File: src/rtl/debug_pattern_checker_pkg.sv
//==============================================================================
// Module : ColorUtilities (package)
// Brief  : Control codes, checker state encoding and the colour-bar table
//          shared by the pattern generator and the debug pattern checker.
// Rev    : 1.0 - initial release
//==============================================================================
`default_nettype none

package ColorUtilities;

    localparam logic [15:0] c_CTRL_FRAME_START = 16'h0001;
    localparam logic [15:0] c_CTRL_ROW_END     = 16'h0002;
    localparam logic [15:0] c_CTRL_FRAME_END   = 16'h0003;

    typedef logic [15:0] rgb565_t;

    typedef enum logic [1:0] {
        ST_IDLE    = 2'd0,
        ST_RECEIVE = 2'd1,
        ST_DONE    = 2'd2
    } checker_state_e;

    // Bar index to RGB565; the first ten entries are the standard bar set.
    function automatic rgb565_t get_rgb_color(input logic [3:0] bar_idx);
        rgb565_t color;
        case (bar_idx)
            4'd0:    color = 16'hFFFF;
            4'd1:    color = 16'hFFE0;
            4'd2:    color = 16'h07FF;
            4'd3:    color = 16'h07E0;
            4'd4:    color = 16'hF81F;
            4'd5:    color = 16'hF800;
            4'd6:    color = 16'h001F;
            4'd7:    color = 16'h0000;
            4'd8:    color = 16'h8410;
            4'd9:    color = 16'hFD20;
            4'd10:   color = 16'h7BEF;
            4'd11:   color = 16'hAFE5;
            4'd12:   color = 16'h780F;
            4'd13:   color = 16'h03E0;
            4'd14:   color = 16'h000F;
            default: color = 16'h7800;
        endcase
        return color;
    endfunction

endpackage

`default_nettype wire

File: src/rtl/debug_pattern_checker_color_lookup.sv
//==============================================================================
// Module : pattern_color_lookup
// Brief  : Combinational expected-colour lookup: column in, RGB565 out.
// Rev    : 1.0 - initial release
//==============================================================================
`default_nettype none

module pattern_color_lookup
    import ColorUtilities::*;
#(
    parameter int FRAME_WIDTH    = 640,
    parameter int NUM_COLOR_BARS = 10
) (
    input  logic [11:0] column_i,
    output logic [15:0] color_o
);

    localparam int c_BAR_WIDTH = FRAME_WIDTH / NUM_COLOR_BARS;

    logic [31:0] w_column;
    logic [3:0]  w_bar_idx;

    always_comb begin
        w_column  = {20'd0, column_i};
        w_bar_idx = 4'(w_column / 32'(c_BAR_WIDTH));
        if (w_column >= 32'(FRAME_WIDTH)) begin
            color_o = 16'h0000;
        end else begin
            color_o = get_rgb_color(w_bar_idx);
        end
    end

endmodule

`default_nettype wire

File: config.mk
export PLATFORM = sky130hd
export DESIGN_NAME = pattern_color_lookup
export DESIGN_NICKNAME = d
export VERILOG_FILES = /design/src/rtl/debug_pattern_checker_pkg.sv /design/src/rtl/debug_pattern_checker_color_lookup.sv
export SDC_FILE = /design/constraint.sdc
export NUM_CORES = 1
export LEC_CHECK = 0
export BUFFER_PORTS_ARGS = -buffer_cell sky130_fd_sc_hd__clkbuf_2
export CAP_MARGIN = 25
export CORE_AREA = 2 2 39 41
export DETAILED_ROUTE_END_ITERATION = 7
export DIE_AREA = 0 0 41 43
export PLACE_DENSITY = 0.59
export SLEW_MARGIN = 10
export SYNTH_ARGS = -nofsm -noshare
export SYNTH_HDL_FRONTEND = slang
export SYNTH_SLANG_ARGS = --single-unit
File: constraint.sdc
create_clock -name vclk -period 3.55
set_clock_uncertainty 0.15 [all_clocks]
set_input_delay 1.065 -clock vclk [all_inputs]
set_output_delay 1.065 -clock vclk [all_outputs]
set_load 0.02 [all_outputs]
* After elaboration in Yosys (flattened, before gate mapping) *
Memories as Yosys holds them, arrays and structs flattened.
Cells that the tools add are included.

storage, ports and cells
  flip-flop bits (word level) = 0
  ROM bits = 256
  bits of input ports = 12
  output and inout bits = 16
  memories kept = 1

cells by class
  order comparisons = 1
  multiplexer cells = 1

memory list
  memory            depth  bits a word  read ports  clocked after memory_dff  write ports  RTL line                         source
  (name not given)  16     16           1           0                         0            debug_pattern_checker_pkg.sv:26  case (bar_idx)

operators with widths
  operator                                                                               count
  16-bit two-way mux                                                                     1
  12-bit by 10-bit greater-or-equal comparator with 1-bit output, second input constant  1

* Logic depth before layout (Yosys ltp) *
Gate-level depths: netlist of run 1.

  depth in word-level cells = 2
  depth in mapped cells = 6

* Least setup slack after synthesis of run 1 *
OpenSTA, ideal clock, no wires.

  path type = input-to-output
  start = in column_i[8]
  end = out color_o[7]
  arrival = 2.478 ns
  required time = 2.335 ns
  path slack = -0.143 ns
  cell stages on the path = 5
  buffers on the path = 2
  cell sequence = buf_2 -> o21ai_0 -> nand2_1 -> a211oi_1 -> buf_4

on the way
  longest elaborated chain between the ends = 2
  elaborated cells on any way between the ends = 3
  classes of those cells = 1 x order compare; 1 x mux; 1 x memory

ends and longest elaborated chain
  element                                                                                                      RTL line                                  source
  start: declaration                                                                                           debug_pattern_checker_color_lookup.sv:14  input logic [11:0] column_i,
  12-bit by 10-bit greater-or-equal comparator with 1-bit output / memory 16 x 16 bit (equally long branches)  --
  16-bit two-way mux *                                                                                         debug_pattern_checker_color_lookup.sv:26  if (w_column >= 32'(FRAME_WIDTH)) begin
  end: declaration                                                                                             debug_pattern_checker_color_lookup.sv:15  output logic [15:0] color_o

Mark *: on every way between the ends. The rest lies on a longest branch, timed or not.

* Worst setup path after layout of run 1 *
  start = in column_i[0]
  end = out color_o[8]

on the way
  longest elaborated chain between the ends = 2

ends and longest elaborated chain
  element                                                         RTL line
  12-bit by 10-bit greater-or-equal comparator with 1-bit output  debug_pattern_checker_color_lookup.sv:26
  16-bit two-way mux                                              debug_pattern_checker_color_lookup.sv:26

No other way between the ends.

==> results of run 1 <==
-- logic make-up (layout without fill, tap and decap cells) --
| family | count (synthesis) | after routing |
|---|---|---|
| multiplexers | 1 | 1 |
| adder cells (fa/ha/maj) | 5 | 5 |
| XOR/XNOR | 1 | 1 |
| buffers and inverters | 12 | 35 |
| AO/OA/AOI/OAI | 12 | 12 |
| AND/OR/NAND/NOR | 15 | 15 |
-- cell usage after synthesis --
cell,n,area (µm²)
sky130_fd_sc_hd__or4_4,1,11.3
sky130_fd_sc_hd__a21oi_1,5,25.0
sky130_fd_sc_hd__inv_1,3,11.3
sky130_fd_sc_hd__ha_1,5,62.6
sky130_fd_sc_hd__nor4_4,1,21.3
sky130_fd_sc_hd__nand2_1,1,3.75
sky130_fd_sc_hd__nor2_1,3,11.3
sky130_fd_sc_hd__o21ai_0,1,5.00
sky130_fd_sc_hd__a2111oi_1,1,10.0
sky130_fd_sc_hd__nor4_1,1,6.26
sky130_fd_sc_hd__o311ai_0,1,8.76
sky130_fd_sc_hd__a211oi_1,2,15.0
sky130_fd_sc_hd__xor2_1,1,8.76
sky130_fd_sc_hd__nor2b_1,1,6.26
sky130_fd_sc_hd__nand3b_1,1,7.51
sky130_fd_sc_hd__a21o_1,2,15.0
sky130_fd_sc_hd__mux2i_1,1,10.0
sky130_fd_sc_hd__buf_4,7,52.6
sky130_fd_sc_hd__buf_2,2,10.0
sky130_fd_sc_hd__nor3_1,4,20.0
sky130_fd_sc_hd__nand3_1,1,5.00
sky130_fd_sc_hd__or2_2,1,6.26
-- layout make-up --
cell class / instances / area [µm²]
inverter: 3 / 11.3
timing repair buffer: 32 / 179
tap: 16 / 20.0
multi-input combinational: 34 / 275
fill: 161 / 898
-- what timing repair did --
item                                   4_1_cts  5_1_grt
endpoints found under the hold margin        0        0
resized for setup                            0       12
setup endpoints to repair                    0       13
-- worst min-delay path by stage --
stage / startpoint / to / slack [ns]
floorplan: column_i[6] / color_o[0] / 2.07
global placement: column_i[11] / color_o[2] / 2.26
detailed placement: column_i[11] / color_o[2] / 2.26
CTS: column_i[11] / color_o[2] / 2.27
global route: column_i[10] / color_o[2] / 2.30
finish: column_i[11] / color_o[2] / 2.26
-- routing by layer --
layer | track usage, % | share of wire, % | wire [µm] | vias up
met5 | 0 | 0 | 0 | -
met4 | 0 | 0 | 0 | 0
met3 | 0 | 10 | 92 | 0
met2 | 15.9 | 47 | 421 | 18
met1 | 14.9 | 43 | 391 | 182
li1 | - | - | - | 207
-- stage by stage --
step	setup TNS [ns]	area [µm²]	hold slack, ns	cells
after floorplan	-0.350	338	2.07	46
after global placement	0	465	2.26	85
after detailed placement	0	465	2.26	85
after CTS	0	465	2.27	85
after global routing	-0.0835	485	2.30	85
final	0	485	2.26	85
-- report_power, final --
group	total [mW]	internal (mW)	switching, mW
registers	0	0	0
logic	0.0501	0.0207	0.0294
clock network	0	0	0
==> impl_summary.md, run 1 <==
Clocking
The number of hold-repair buffers added at the cts stage is 0. The post-CTS setup buffer count is 0.

Route
In this run, the number of DRC markers left after iteration 0 of detailed routing was 4. The detailed router placed 407 vias in this run. After detailed routing, the number of remaining DRC violations is 0. Once detail routing completed, the nets flagged for antenna violations numbered 0.

After detailed routing, the number of vias per cell comes to 4.79. The first detailed-routing pass took 2 iterations. In the final routed layout, each cell accounts on average for 10.6 µm. The total wire length is 905 µm.

Logic synthesis
Averaged over all synthesized cells, the footprint is 7.24 µm². Summing the areas of all xor and xnor instances in the mapped netlist gives 2.63% of the synthesized area. For this run, the number of Yosys warnings is 0. The main combinational cell family by area after synthesis is simple AND/OR/NAND/NOR gates. The adder-cell area share of the yosys netlist is 18.8%.

The share of synthesized cell area in and, or, nand and nor gates is 29.7%. The proportion of synthesized area in mux cells is 3.01%. Synthesis produced a netlist whose cell count is 46.

The number of nets in the synthesized netlist is 63. Sequential elements use 0% of the synthesized area. The complex-gate fraction of the synthesized area is 23.7%. The number of distinct library cells after synthesis is 22.

The cell area after synthesis is 333 µm².

Placed design
During placement, the flow inserted port buffers numbering 28. OpenSTA, run right after detailed placement, puts the worst setup slack at 0.0295 ns. Routability-driven placement finished with a final weighted congestion of 0.709. The half-perimeter wire length after placement is 726 µm.

Run
The number of max-cap violations is 0.

Timing
The number of pins with negative max-slew slack in the final report came to 0. For the pin with the worst max-slew slack, the measured transition is 0.311 ns. The final critical path takes up 98.7% of the cycle.

For this run, the top clock speed supported by timing is 0.286 GHz. The number of hold violations in the final report is 0. Setup repair after global routing could not meet its margin everywhere. The final setup violation count is 0.

The worst setup slack after layout is 0.0477 ns. Measured against its own limit, the worst slew margin works out to 79.1%. The minimum period implied by the final worst setup slack is 3.50 ns.

GRT
The total global-route track usage is 9.79%. Entering global routing, the biggest net connects 13 pins. The first global-routing pass estimated 1280 µm of wire. After global routing the overflow that remains totals 0.

The initial antenna violation count came to 0. The via count of the first global-routing pass is 317.

Critical path
STA classifies the critical path startpoint as a primary input. Counting buffers and inverters, the worst setup path is 6 cells deep. Following the worst setup path forward leads to its endpoint at color_o[8]. In this run the worst setup path begins at column_i[0]. For this run, the slowest stage of the critical path takes 0.54 ns. Walking the worst path, the cells encountered are clkbuf_2 > or4_4 > nor4_4 > buf_6 > a211oi_1 > buf_2. The number of buffers and inverters on the critical path is 3. On the critical path the largest part of the delay comes from simple AND/OR/NAND/NOR gates.

The type of destination of the critical path is an output pin. The biggest fanout along the worst timing path is 6. The worst-path cell with the longest stage delay is sky130_fd_sc_hd__or4_4. At the worst endpoint, the arrival time is 2.29 ns. The type of the setup path with the least slack is in2out. Data on the critical path is required at its endpoint by 2.33 ns.

Layout
Leaving out fill and tap cells, the most frequent cell in the layout is sky130_fd_sc_hd__clkbuf_2. The final sequential cell count is 0. Relative to the synthesized area, the layout overhead comes to 45.9%.

At the end of the flow the core is filled with cells to 35.1%. The number of clock buffers in the layout is 0. 0 antenna diodes ended up in the layout. In the layout the commonest cells are sky130_fd_sc_hd__clkbuf_2 (22), sky130_fd_sc_hd__a21oi_1 (5), sky130_fd_sc_hd__ha_1 (5), sky130_fd_sc_hd__buf_4 (5), sky130_fd_sc_hd__buf_2 (4).

After the last flow step, the layout net total stands at 88. Cells with a size suffix above 1 make up 55.1% of the layout. The register area is 0 µm².

Floorplanning
The floorplan has 14 rows. For this design the top-level I/O count stands at 28. The floorplan step set the die height to 43 µm.

Measured along the x axis, the die boundary spans 41 µm. The floorplan step defined a die boundary enclosing 1760 µm². For this configuration, the core starts out at a cell density of 24.1%. The core area is 1380 µm².

Outcome
The flow ran to the end, and the final reports show no timing, DRC or antenna violations.

Power
The analysis attributes to cell leakage a power of 0.258 nW. The worst vdd rail ir drop is 0.0290 mV. The post-route total power is 0.0501 mW. For this design the ratio of total power to cell area is 103 nW/µm².

Hold path
The class of the worst hold path is in2out. Counting instances, the worst hold path has a depth of 3.
(Power assumes the default switching activity.)
==> inputs of run 2 (changes only) <==
==> constraint.sdc (replaced) <==
create_clock -name vclk -period 3.55
set_clock_uncertainty 0.15 [all_clocks]
set_input_delay 1.065 -clock vclk [all_inputs]
set_output_delay 1.065 -clock vclk [all_outputs]
set_load 0.005 [all_outputs]
==> run 2 against run 1 <==
Worst setup slack improved by 0.062 ns; wire length shrank 5.4%; non-clock buffer count rose by 2; die area did not move; combinational power fell by 9.4%; cell area grew 3.6%; critical path type unchanged.
==> impl_summary.md, run 2 (same netlist as run 1, synthesis figures left out) <==
Route
The detailed router placed 407 vias in this run. Dividing the detail-routed wire length by the instance count gives 9.84 µm. After detailed routing, the number of vias per cell comes to 4.68.

The count of nets left with antenna violations after detail routing is 0. In the routed design, unresolved DRC markers number 0. After detailed routing, the total wire length is 856 µm. The first routing iteration left 2 violations. The iteration count of the initial detailed-routing pass is 3.

Layout
The final sequential cell count is 0. Compared with the post-synthesis result, the final layout area differs by 51.1%. Of the cells placed in the final design, the portion with a size suffix greater than 1 is 57.7%.

The most common library cell in the layout ignoring fill and taps is sky130_fd_sc_hd__clkbuf_2. For this run, the post-layout net count is 90. The number of clock buffers in the layout is 0. The number of antenna diodes is 0. In the layout the commonest cells are sky130_fd_sc_hd__clkbuf_2 (27), sky130_fd_sc_hd__buf_4 (6), sky130_fd_sc_hd__a21oi_1 (5), sky130_fd_sc_hd__ha_1 (4). The register area is 0 µm².

The count of placed standard cells in the final layout, fillers left out is 87.

Floorplanning
The core area is 1380 µm². The floorplan step defined a die boundary enclosing 1760 µm². The die is 43 µm tall. The width of the die is 41 µm. The boundary pin count is 28. The number of core rows is 14. For this configuration, the core starts out at a cell density of 24.1%.

Critical path
The type of destination of the critical path is an output pin. Of all nets on the critical path, the largest fanout is 3. The required time of the worst setup path is 2.33 ns.

In this run the worst setup path terminates at color_o[5]. The critical path is of the in2out type. Data on the critical path arrives at its endpoint at 2.23 ns. The worst setup path is launched from a primary input.

The critical path starts at column_i[6].

Hold path
The worst hold path belongs to the class in2out.

Power
The worst vdd rail ir drop is 0.0328 mV. Summed over all cells, the static leakage comes to 0.267 nW. The post-route total power is 0.0454 mW.

The ratio of total power to cell area is 90.3 nW/µm².

Timing
For the pin with the worst max-slew slack, the measured transition is 0.301 ns. Setup repair after global routing left no endpoint under its margin. The achievable clock frequency is 0.291 GHz. Counting I/O delays and the setup requirement, the final critical path takes 3.44 ns. The number of pins with negative max-slew slack in the final report is 0. The relative slew slack is 79.7%. The aggregate negative setup slack is 0 ns. The number of hold violations in the final report was 0. Setup violations remaining at the end of the flow were counted as 0.

Of the available clock period, the critical path in the final layout requires 96.9%.

GRT
The largest net degree at the start of global routing is 10. The aggregate global routing overflow is 0. For this run, the total global-route usage over all layers was measured as 10.7%. The first global-routing pass estimated 1440 µm of wire. The initial antenna violation count is 0. The via count of the first global-routing pass is 355.

Placed design
In this run, placement finished with an instance count of 87. At the end of routability-driven placement, the weighted congestion stood at 0.720. The number of buffers added on ports is 28. The half-perimeter wire length after placement is 725 µm.

Run
The number of max-cap violations is 0.

Outcome
The run finished with clean final reports.

Clocking
The number of setup buffers added after CTS is 0.
[run 2: what timing repair did]
item	4_1_cts	5_1_grt
endpoints found under the setup margin	0	10
gates resized for setup	0	6
hold buffers	0	0
[run 2: final cells by class]
type                       instances  area (µm²)
fill                             162         881
multi-input combinational         34         287
timing repair buffer              34         185
tap                               16        20.0
inverter                           3        11.3
[run 2: metrics by stage]
step | utilization (%) | setup WS [ns] | area [µm²] | hold slack, ns
floorplan | - | 0.165 | 333 | 2.02
global placement | 34.4 | 0.0503 | 475 | 2.22
detailed placement | 34.4 | 0.0558 | 475 | 2.22
CTS | 34.4 | 0.0558 | 475 | 2.22
global route | 36.3 | 0.0110 | 503 | 2.24
finish | 36.3 | 0.110 | 503 | 2.22
[run 2: layer usage]
layer | part of all wire [%] | track usage, % | vias to the layer above | wire, µm
li1 | - | - | 212 | -
met1 | 44 | 14.2 | 178 | 376
met2 | 50 | 19.1 | 17 | 424
met3 | 6.4 | 0.524 | 0 | 55
met4 | 0 | 0 | 0 | 0
met5 | 0 | 0 | - | 0
[run 2: where the power goes]
part           leakage, nW  switching [mW]  internal [mW]
logic                0.267          0.0230         0.0224
clock network            0               0              0
registers                0               0              0
total                0.267          0.0230         0.0224
[run 2: worst min-delay path by stage]
stage,slack (ns),endpoint,depth (start not counted),startpoint
floorplan,2.02,color_o[0],1,column_i[6]
detailed placement,2.22,color_o[0],3,column_i[10]
global route,2.24,color_o[0],3,column_i[10]
CTS,2.22,color_o[0],3,column_i[10]
global placement,2.22,color_o[0],3,column_i[10]
finish,2.22,color_o[0],3,column_i[10]
[run 2: worst max-delay path, stage by stage]
cell and delay (ns):
sky130_fd_sc_hd__clkbuf_2 0.09, sky130_fd_sc_hd__inv_1 0.05, sky130_fd_sc_hd__buf_4 0.15, sky130_fd_sc_hd__ha_1 0.21, sky130_fd_sc_hd__a21o_1 0.18, sky130_fd_sc_hd__a211oi_1 0.31
sky130_fd_sc_hd__clkbuf_2 0.17
